`src/rtl/mp_queue_pkg.sv`:
```
// Shared helpers for the multi-port queue: lane-request masking and popcount.
// Lane vectors are handled at a fixed maximum width and cast by the caller.
package mp_queue_pkg;

   localparam int MAX_LANES  = 32;
   localparam int LANE_CNT_W = 6;

   // Keep only the unbroken run of ones that starts at lane 0.
   function automatic logic [MAX_LANES-1:0] prefix_mask(input logic [MAX_LANES-1:0] req);
      logic                 run;
      logic [MAX_LANES-1:0] m;
      run = 1'b1;
      m   = '0;
      for (int i = 0; i < MAX_LANES; i++) begin
         run  = run & req[i];
         m[i] = run;
      end
      return m;
   endfunction

   function automatic logic [LANE_CNT_W-1:0] popcount(input logic [MAX_LANES-1:0] v);
      logic [LANE_CNT_W-1:0] n;
      n = '0;
      for (int i = 0; i < MAX_LANES; i++) begin
         n = n + LANE_CNT_W'(v[i]);
      end
      return n;
   endfunction

endpackage

```
`src/rtl/mp_queue.sv`:
```
// Multi-port circular queue: up to PORTS enqueues and PORTS dequeues per cycle,
// first-word-fall-through read lanes, flush for mispredict recovery.
module mp_queue
   import mp_queue_pkg::*;
#(
   parameter int D_WIDTH = 32,
   parameter int DEPTH   = 16,
   parameter int PORTS   = 2
) (
   input  logic                              clk,
   input  logic                              rst,
   input  logic                              flush,
   input  logic [PORTS-1:0]                  w_en,
   input  logic [PORTS*D_WIDTH-1:0]          w_data,
   output logic [PORTS-1:0]                  w_ack,
   input  logic [PORTS-1:0]                  r_en,
   output logic [PORTS-1:0]                  r_valid,
   output logic [PORTS*D_WIDTH-1:0]          r_data,
   output logic [$clog2(DEPTH):0]            count,
   output logic                              full_sig,
   output logic                              empty_sig
);

   localparam int ADDR_WIDTH = $clog2(DEPTH);
   localparam int CNT_WIDTH  = ADDR_WIDTH + 1;

   logic [D_WIDTH-1:0]    mem [DEPTH];
   logic [CNT_WIDTH-1:0]  rd_ptr;
   logic [CNT_WIDTH-1:0]  wr_ptr;
   logic [CNT_WIDTH-1:0]  cnt;

   logic [PORTS-1:0]      w_eff;
   logic [PORTS-1:0]      r_eff;
   logic [PORTS-1:0]      r_do;
   logic [CNT_WIDTH-1:0]  free_slots;
   logic [CNT_WIDTH-1:0]  nw;
   logic [CNT_WIDTH-1:0]  nr;
   logic [ADDR_WIDTH-1:0] w_idx [PORTS];
   logic [ADDR_WIDTH-1:0] r_idx [PORTS];

   // Acceptance uses only the start-of-cycle occupancy, so reads never free
   // space for writes in the same cycle; reset and flush suppress all lanes.
   always_comb begin
      w_eff      = PORTS'(prefix_mask(MAX_LANES'(w_en)));
      r_eff      = PORTS'(prefix_mask(MAX_LANES'(r_en)));
      free_slots = CNT_WIDTH'(DEPTH) - cnt;
      w_ack      = '0;
      r_valid    = '0;
      r_do       = '0;
      for (int i = 0; i < PORTS; i++) begin
         w_ack[i]   = w_eff[i] && (CNT_WIDTH'(i) < free_slots) && !flush && !rst;
         r_valid[i] = CNT_WIDTH'(i) < cnt;
         r_do[i]    = r_eff[i] && r_valid[i] && !flush && !rst;
      end
      nw = CNT_WIDTH'(popcount(MAX_LANES'(w_ack)));
      nr = CNT_WIDTH'(popcount(MAX_LANES'(r_do)));
   end

   always_comb begin
      r_data = '0;
      for (int i = 0; i < PORTS; i++) begin
         w_idx[i] = wr_ptr[ADDR_WIDTH-1:0] + ADDR_WIDTH'(i);
         r_idx[i] = rd_ptr[ADDR_WIDTH-1:0] + ADDR_WIDTH'(i);
         r_data[i*D_WIDTH +: D_WIDTH] = mem[r_idx[i]];
      end
   end

   // Pointers carry an extra wrap bit; flush and reset both return to empty.
   always_ff @(posedge clk) begin
      if (rst || flush) begin
         rd_ptr <= '0;
         wr_ptr <= '0;
         cnt    <= '0;
      end else begin
         wr_ptr <= wr_ptr + nw;
         rd_ptr <= rd_ptr + nr;
         cnt    <= cnt + nw - nr;
      end
   end

   // Storage is intentionally not reset; stale entries are unreachable once
   // the pointers collapse.
   always_ff @(posedge clk) begin
      for (int i = 0; i < PORTS; i++) begin
         if (w_ack[i]) begin
            mem[w_idx[i]] <= w_data[i*D_WIDTH +: D_WIDTH];
         end
      end
   end

   assign count     = cnt;
   assign full_sig  = (cnt == CNT_WIDTH'(DEPTH));
   assign empty_sig = (cnt == '0);

endmodule
```
`config.mk`:
```
export PLATFORM = sky130hd
export DESIGN_NAME = mp_queue
export DESIGN_NICKNAME = d
export VERILOG_FILES = /design/src/rtl/mp_queue_pkg.sv /design/src/rtl/mp_queue.sv
export SDC_FILE = /design/constraint.sdc
export NUM_CORES = 1
export LEC_CHECK = 0
export CAP_MARGIN = 30
export CORE_MARGIN = 4
export CORE_UTILIZATION = 50
export DETAILED_ROUTE_END_ITERATION = 8
export PLACE_DENSITY = 0.68
export SLEW_MARGIN = 0
export SYNTH_ARGS = -nofsm -noshare
export SYNTH_HDL_FRONTEND = slang
export SYNTH_SLANG_ARGS = --single-unit
```
`constraint.sdc`:
```
create_clock -name clk -period 5.48 [get_ports clk]
set_clock_uncertainty 0.15 [all_clocks]
set_input_delay 1.096 -clock clk [delete_from_list [all_inputs] [get_ports clk]]
set_output_delay 1.096 -clock clk [all_outputs]
set_load 0.05 [all_outputs]
```
==> run metrics, run 1 <==
global-route wire length before repair 136 mm; setup slack after layout 256 ps; CTS sink count 525; Max-slew headroom 29.8%; critical path type flip-flop to primary output; Worst Tran Pin Value 1050 ps; register share of total power 49.3%; pin count of the biggest net entering global routing 83; drt total wl 92.6 mm; Core Region 61600 sq um; CTS tree yes; most frequent cells in the layout 512 x edfxtp_1, 505 x mux2_2, 192 x mux4_2, 113 x clkdlybuf4s50_1, 97 x mux2i_1; Yosys cell types 48; post-DP HPWL 55.9 mm; worst r2r path cells 19; final period utilization 95.3%; HP Class flip-flop to flip-flop; number of I/O port buffers 145; Sw Ratio 23.4%; Worst R2R Setup Slack 1400 ps; Synth Instances 2048; via count 19800; leakage 11.1 nW; CTS buffer count 58; syn avg cell area 15.2 sq um; # Post-CTS Setup Buffers 0; Comb pwr share 9.6%; routability cong. 0.819; Required @ worst endpoint 4230 ps; antenna violations before repair 1; Initial Utilization 50.5%; # rows 91; post-route setup TNS 0 ps; Max FO, Critical Path 24; grt total ovfl 0; commonest non-fill, non-tap cell in the layout edfxtp_1; Total Routing Usage GR 27.5%; Sw Pwr 2.11 mW; max-slew violations 0; R2R Path Start count[2]$_SDFF_PP0_; sequential fraction of the synthesis area 50.3%; clk_lat worst skew 610 ps; synthesized cell area 31100 sq um; MaxCap Viol Count 0; wire length per cell 31.0 um; Ys Warns 0; hold path start wr_ptr[3]$_SDFF_PP0_; number of synthesized flops with an enable pin 512; Hold EP wr_ptr[3]$_SDFF_PP0_; PD cells 255 nW/um^2; status complete, no violations; CP Capture Type primary output; r2r endpoint count[4]$_SDFF_PP0_; fill count 4835; Final ANT Viol Nets 0; maximum vdd drop 0.000271 V; critical path arrival 3980 ps; DR iter-0 viols 2179; Clock Root Buffer clkbuf_16; Clock Path Buffers 3; chip width 257 um; Synthesized Nets 2140; Int Pwr 6.92 mW; P&R area growth vs syn 13.8%; vias in the first global route 20800; top-level I/O count 146; # H-tree levels 2; fraction of layout cells with a size suffix above 1 43.9%; fmax 0.191 GHz; ys async rst share 0%; CP startpoint kind flip-flop; Setup violations, final 0; 1st-pass router iterations 6; fin nets 2195; clock power share 41.1%; Total Die Area 66200 sq um; clk slew on worst S/H paths 60 ps; Hold-fix buffers, CTS 0; Vias/cell 6.62; Synth Register Bits 525; Die Ht 257 um; RSZ-0062 raised after global routing no; final hold vios 0; post-CTS sizing 0; WHS Path Cells 2; Tmin final 5220 ps; DP Worst Slack 915 ps; drt drc 0; ys flop type edfxtp_1
[cells in the mapped netlist (6+ instances only)]
cell | count | area, sq um
dfxtp_1 | 13 | 260
mux2_4 | 29 | 435
buf_4 | 8 | 60.1
ha_1 | 17 | 213
inv_1 | 82 | 308
a221oi_1 | 32 | 280
and2_1 | 11 | 68.8
mux2_2 | 505 | 5690
o21bai_1 | 6 | 45.0
mux4_2 | 192 | 4320
mux2i_1 | 98 | 981
o221ai_1 | 32 | 280
clkbuf_1 | 124 | 465
mux2_1 | 11 | 124
a22oi_1 | 64 | 480
edfxtp_1 | 512 | 15400
buf_1 | 11 | 41.3
o21ai_0 | 73 | 365
nor2_1 | 18 | 67.6
a21oi_1 | 39 | 195
buf_2 | 69 | 345
nand2_1 | 46 | 173
[area by class of cell]
type                    instances  area [sq um]  area share (%)
inverters                      82           308           0.870
diodes                          1          2.50         0.00708
well taps                     837          1050            2.96
multi-input cells            1225         14400            40.8
clock buffers                  72          1530            4.31
flip-flops and latches        525         15600            44.3
clock inverters                33           225           0.637
repair buffers                211          2160            6.11
[kinds of logic (layout without fill, tap and decap cells)]
logic type | count (synthesis) | count (layout) | synth area share [%]
and+or+nand+nor | 107 | 107 | 1.76
AOI/OAI and AO/OA | 256 | 256 | 5.58
adders and majority gates | 21 | 21 | 0.942
muxes | 835 | 835 | 37.2
other | 0 | 1 | 0
xor gates and xnor gates | 6 | 6 | 0.169
buffers and inverters | 298 | 398 | 4.07
DFF | 525 | 525 | 50.3
[worst max path at each step]
stage,from,to,cells past startpoint
6_report,rd_ptr[2]$_SDFF_PP0_,r_data[3],6
5_1_grt,rd_ptr[2]$_SDFF_PP0_,r_data[13],6
4_1_cts,rd_ptr[2]$_SDFF_PP0_,r_data[3],6
3_5_place_dp,rd_ptr[2]$_SDFF_PP0_,r_data[3],6
3_3_place_gp,rd_ptr[2]$_SDFF_PP0_,r_data[3],6
2_1_floorplan,count[2]$_SDFF_PP0_,mem[0][0]$_DFFE_PP_,8
[critical path, cell delays in order, from the launching register on]
cell and delay, ps:
dfxtp_2 760, nor2b_4 910, buf_4 420, a221oi_1 160, a22oi_1 210, nand2_1 160
clkdlybuf4s50_1 740
[per-layer routing]
layer	up-vias	share of wire (%)	global-route usage, %
met2	1034	49	46.1
met3	224	8.5	4.70
met4	0	4.3	10.9
met1	10200	38	36.1
li1	8331	-	-
met5	-	0	0
[flip-flops by register name, summed over array words and instances, names as in the netlist]
signal and flops:
wr_ptr 4, mem 512, count 5, rd_ptr 4
[metrics by stage]
stage | utilization [%] | hold WS [ps] | std cells | power (mW) | cell area, sq um
floorplan | - | 428 | 2048 | 5.11 | 31100
CTS | 57.4 | 502 | 2985 | 9.07 | 35400
finish | 57.4 | 505 | 2986 | 9.03 | 35400
global placement | 54.4 | 479 | 2877 | 5.38 | 33500
global route | 57.4 | 539 | 2986 | 9.29 | 35400
detailed placement | 54.6 | 484 | 2880 | 5.39 | 33600
[power groups by stage]
| stage | Combinational, mW | Sequential (mW) | Clock [mW] |
|---|---|---|---|
| after detailed placement | 0.861 | 4.53 | 0 |
| after global placement | 0.845 | 4.53 | 0 |
| after floorplan | 0.574 | 4.54 | 0 |
| after CTS | 0.866 | 4.45 | 3.76 |
| final | 0.866 | 4.45 | 3.71 |
| after global routing | 0.921 | 4.45 | 3.92 |
Note: power is estimated with default switching activity, not from simulation.
==> run 2, diff against run 1 <==
--- a/config.mk
+++ b/config.mk
@@ -9,7 +9,7 @@
 export CORE_MARGIN = 4
 export CORE_UTILIZATION = 50
 export DETAILED_ROUTE_END_ITERATION = 8
-export PLACE_DENSITY = 0.68
+export DONT_BUFFER_PORTS = 1
 export SLEW_MARGIN = 0
 export SYNTH_ARGS = -nofsm -noshare
 export SYNTH_HDL_FRONTEND = slang
==> constraint.sdc (replaced) <==
create_clock -name clk -period 6.05 [get_ports clk]
set_clock_uncertainty 0.15 [all_clocks]
set_input_delay 1.21 -clock clk [delete_from_list [all_inputs] [get_ports clk]]
set_output_delay 1.21 -clock clk [all_outputs]
set_load 0.05 [all_outputs]
==> run metrics, run 2 (synthesis results as in run 1) <==
top-level I/O count 146; placed cells 2765; worst r2r path cells 19; antenna cells 0; critical path arrival 4030 ps; critical path depth 6; global-route wire length before repair 136 mm; max-slew violations 0; P&R area growth vs syn 9.92%; Worst Tran Pin Value 1060 ps; CP max stage delay 940 ps; Crit-path slowest cell dfxtp_4; Die Ht 257 um; HP Class flip-flop to flip-flop; Tmin final 5390 ps; CP Capture Type primary output; via count 19300; Hold-fix buffers, CTS 0; Clock Root Buffer clkbuf_16; Hold Worst Slack 484 ps; CTS buffer count 59; critical path type flip-flop to primary output; status complete, no violations; pin count of the biggest net entering global routing 148; drt total wl 93.5 mm; Total Routing Usage GR 27.8%; WHS Path Cells 2; fin nets 2081; Setup violations, final 0; maximum vdd drop 0.000211 V; Required @ worst endpoint 4690 ps; post-route setup TNS 0 ps; clk slew on worst S/H paths 60 ps; total power after layout 8.10 mW; clk_lat worst skew 620 ps; chip width 257 um; Max FO, Critical Path 45; final design utilization 55.5%; number of I/O port buffers 0; Max-slew headroom 28.0%; PD cells 237 nW/um^2; final period utilization 89.0%; Total Die Area 66200 sq um; post-CTS sizing 0; vias in the first global route 19400; DR iter-0 viols 1841; post-DP HPWL 54.0 mm; leakage 10.7 nW; grt total ovfl 0; Vias/cell 6.73; CP Buf/Inv Count 2; fmax 0.186 GHz; Initial Utilization 50.5%; fraction of layout cells with a size suffix above 1 46.3%; drt drc 0; antenna violations before repair 0; wire length per cell 32.6 um; CTS sink count 525; final hold vios 0; # rows 91; Final ANT Viol Nets 0; routability cong. 0.794; commonest non-fill, non-tap cell in the layout edfxtp_1; Top delay family on crit path flip-flops; Non-Filler Instances 2872; most frequent cells in the layout 512 x edfxtp_1, 505 x mux2_2, 192 x mux4_2, 97 x mux2i_1, 83 x buf_4; # H-tree levels 2; # Post-CTS Setup Buffers 0; CTS tree yes; cells traversed along the worst timing path ha_4 -> buf_12 -> mux4_2 -> a22oi_1 -> o221ai_1 -> buf_4; max FFs per register 512; 1st-pass router iterations 5; CP startpoint kind flip-flop; Clock Path Buffers 3; MaxCap Viol Count 0; RSZ-0062 raised after global routing no; Core Region 61600 sq um
[run 2: worst paths after layout]
check,from,end,slack (ps)
max,rd_ptr[1]$_SDFF_PP0_,r_data[60],660
min,wr_ptr[3]$_SDFF_PP0_,wr_ptr[3]$_SDFF_PP0_,480
max reg2reg,count[0]$_SDFF_PP0_,count[4]$_SDFF_PP0_,1410
min reg2reg,wr_ptr[3]$_SDFF_PP0_,wr_ptr[3]$_SDFF_PP0_,480
[run 2: cell type report]
type | count | area [sq um]
multi-input cells | 1225 | 14400
clock inverters | 27 | 223
well taps | 837 | 1050
fillers | 4971 | 27400
flip-flops and latches | 525 | 15600
inverters | 82 | 308
clock buffers | 80 | 1600
repair buffers | 96 | 897
[run 2: through the flow]
stage	cell area [sq um]	setup slack [ps]
CTS	34200	724
floorplan	31100	1140
global placement	32000	1270
global route	34200	550
detailed placement	32300	1370
finish	34200	663
[run 2: power breakdown]
part | internal (mW) | switching [mW] | total [mW] | leakage, nW
clock | 2.00 | 1.47 | 3.47 | 0.882
combinational | 0.282 | 0.307 | 0.589 | 5.08
sequential | 4.01 | 0.0246 | 4.04 | 4.72
[run 2: worst register-to-register path, delay by kind of cell (launching register included)]
| family | cells | cell delay [ps] |
|---|---|---|
| compound gates | 3 | 480 |
| fa+ha+maj | 6 | 1610 |
| buf+inv | 5 | 410 |
| simple gates | 5 | 1200 |
| flops | 1 | 740 |
[run 2: layer usage]
metal  global-route usage [%]  wire length, um  share of wire, %
met5                        0                0                 0
met4                     6.83             2440               2.6
met3                     5.83             7300               7.8
met2                     45.7            45000                48
met1                     38.4            38800                41
==> run 3, diff against run 2 <==
--- a/config.mk
+++ b/config.mk
@@ -6,8 +6,10 @@
 export NUM_CORES = 1
 export LEC_CHECK = 0
 export CAP_MARGIN = 30
-export CORE_MARGIN = 4
+export CORE_ASPECT_RATIO = 1.5
+export CORE_MARGIN = 3
 export CORE_UTILIZATION = 50
+export CTS_CLUSTER_DIAMETER = 60
 export DETAILED_ROUTE_END_ITERATION = 8
 export DONT_BUFFER_PORTS = 1
 export SLEW_MARGIN = 0
==> run metrics, run 3 (synthesis results as in run 1) <==
chip width 210 um; cell area after layout 34000 sq um; most frequent cells in the layout 512 x edfxtp_1, 505 x mux2_2, 192 x mux4_2, 97 x mux2i_1, 88 x buf_4; pin count of the biggest net entering global routing 106; Total Die Area 65200 sq um; Vias/cell 6.84; Worst R2R Setup Slack 1360 ps; post-DP HPWL 57.7 mm; R2R Path Start count[2]$_SDFF_PP0_; number of I/O port buffers 0; grt total ovfl 0; CP startpoint kind flip-flop; # H-tree levels 2; # rows 111; PD cells 235 nW/um^2; CP Capture Type primary output; wire length per cell 34.0 um; post-CTS sizing 0; Hold-fix buffers, CTS 0; Die Ht 311 um; global-route wire length before repair 141 mm; CTS sink count 525; routability cong. 0.816; Initial Utilization 50.6%; top-level I/O count 146; # Post-CTS Setup Buffers 0; maximum vdd drop 0.000217 V; drt drc 0; via count 19300; Core Region 61400 sq um; drt total wl 95.9 mm; Max-slew headroom 30.3%; Clock Path Buffers 3; P&R area growth vs syn 9.33%; Final ANT Viol Nets 0; vias in the first global route 20400; Total Routing Usage GR 29.1%; worst r2r path cells 19; clk slew on worst S/H paths 60 ps; Max FO, Critical Path 28; clk_lat worst skew 620 ps; 1st-pass router iterations 5; Clock Root Buffer clkbuf_16; critical path type flip-flop to primary output; Setup crit end r_data[9]; RSZ-0062 raised after global routing no; CTS buffer count 55; fin nets 2079; critical path arrival 3680 ps; max-slew violations 0; final hold vios 0; HP Class flip-flop to flip-flop; r2r endpoint count[4]$_SDFF_PP0_; commonest non-fill, non-tap cell in the layout edfxtp_1; CTS tree yes; Worst Tran Pin Value 1040 ps; Required @ worst endpoint 4690 ps; antenna cells 0; Crit. Startpoint rd_ptr[1]$_SDFF_PP0_; MaxCap Viol Count 0; fmax 0.199 GHz; DR iter-0 viols 1808; status complete, no violations; max FFs per register 512; Tmin final 5040 ps; antenna violations before repair 0; leakage 10.6 nW; Setup violations, final 0; post-route setup TNS 0 ps; final period utilization 83.3%; fraction of layout cells with a size suffix above 1 46.7%; Post-Place Cell Area 32200 sq um
==> run 3: cell types whose count changed in the layout (fill, tap and decap cells not counted), moves of 2 or more <==
cell and change:
clkbuf_1 -7, buf_4 +5, clkinv_2 +5, clkbuf_16 -4, buf_16 -3, clkinv_1 -3, clkbuf_8 +2
==> run 3: worst max-delay path: stages, from the launching register on <==
cell,delay (ps)
dfxtp_4,480
buf_4,330
nor2b_4,690
buf_4,580
a221oi_1,270
o21ai_0,210
nand2_1,390
==> run 3: cell type report <==
type	count	area (sq um)
clock buffers	71	1500
clock inverters	31	231
fillers	5020	27400
inverters	82	308
multi-input cells	1225	14400
flip-flops and latches	525	15600
well taps	791	990
repair buffers	98	861
==> run 3: how the worst min path moves through the flow <==
stage	start	slack, ps	to	cells after the start
final	wr_ptr[3]$_SDFF_PP0_	480	wr_ptr[3]$_SDFF_PP0_	2
after global routing	wr_ptr[3]$_SDFF_PP0_	540	wr_ptr[3]$_SDFF_PP0_	2
after CTS	wr_ptr[3]$_SDFF_PP0_	490	wr_ptr[3]$_SDFF_PP0_	2
after detailed placement	wr_ptr[3]$_SDFF_PP0_	480	wr_ptr[3]$_SDFF_PP0_	2
after global placement	wr_ptr[3]$_SDFF_PP0_	470	wr_ptr[3]$_SDFF_PP0_	2
after floorplan	rd_ptr[0]$_SDFF_PP0_	430	rd_ptr[0]$_SDFF_PP0_	2
==> run 3: per-stage QoR <==
step           cells  setup slack, ps  power, mW  utilization (%)  hold WS (ps)
3_5_place_dp    2720             1370       4.70             52.5           481
3_3_place_gp    2717             1450       4.69             52.4           473
4_1_cts         2822              914       8.03             55.3           489
5_1_grt         2823              790       8.20             55.4           538
6_report        2823             1010       7.98             55.4           484
2_1_floorplan   2048             1140       4.63                -           428
==> run 3: routing by layer <==
metal  global-route usage (%)  part of all wire, %
met1                     36.7                   38
met5                        0                    0
met2                     51.1                   52
met4                     9.44                  3.6
met3                     4.93                  6.4
==> run 3: power by group <==
part           switching, mW  internal [mW]  total (mW)  leakage [nW]
combinational          0.313          0.279       0.591          5.08
clock                   1.48           1.87        3.35         0.849
sequential            0.0223           4.01        4.04          4.72
total                   1.81           6.16        7.98          10.6
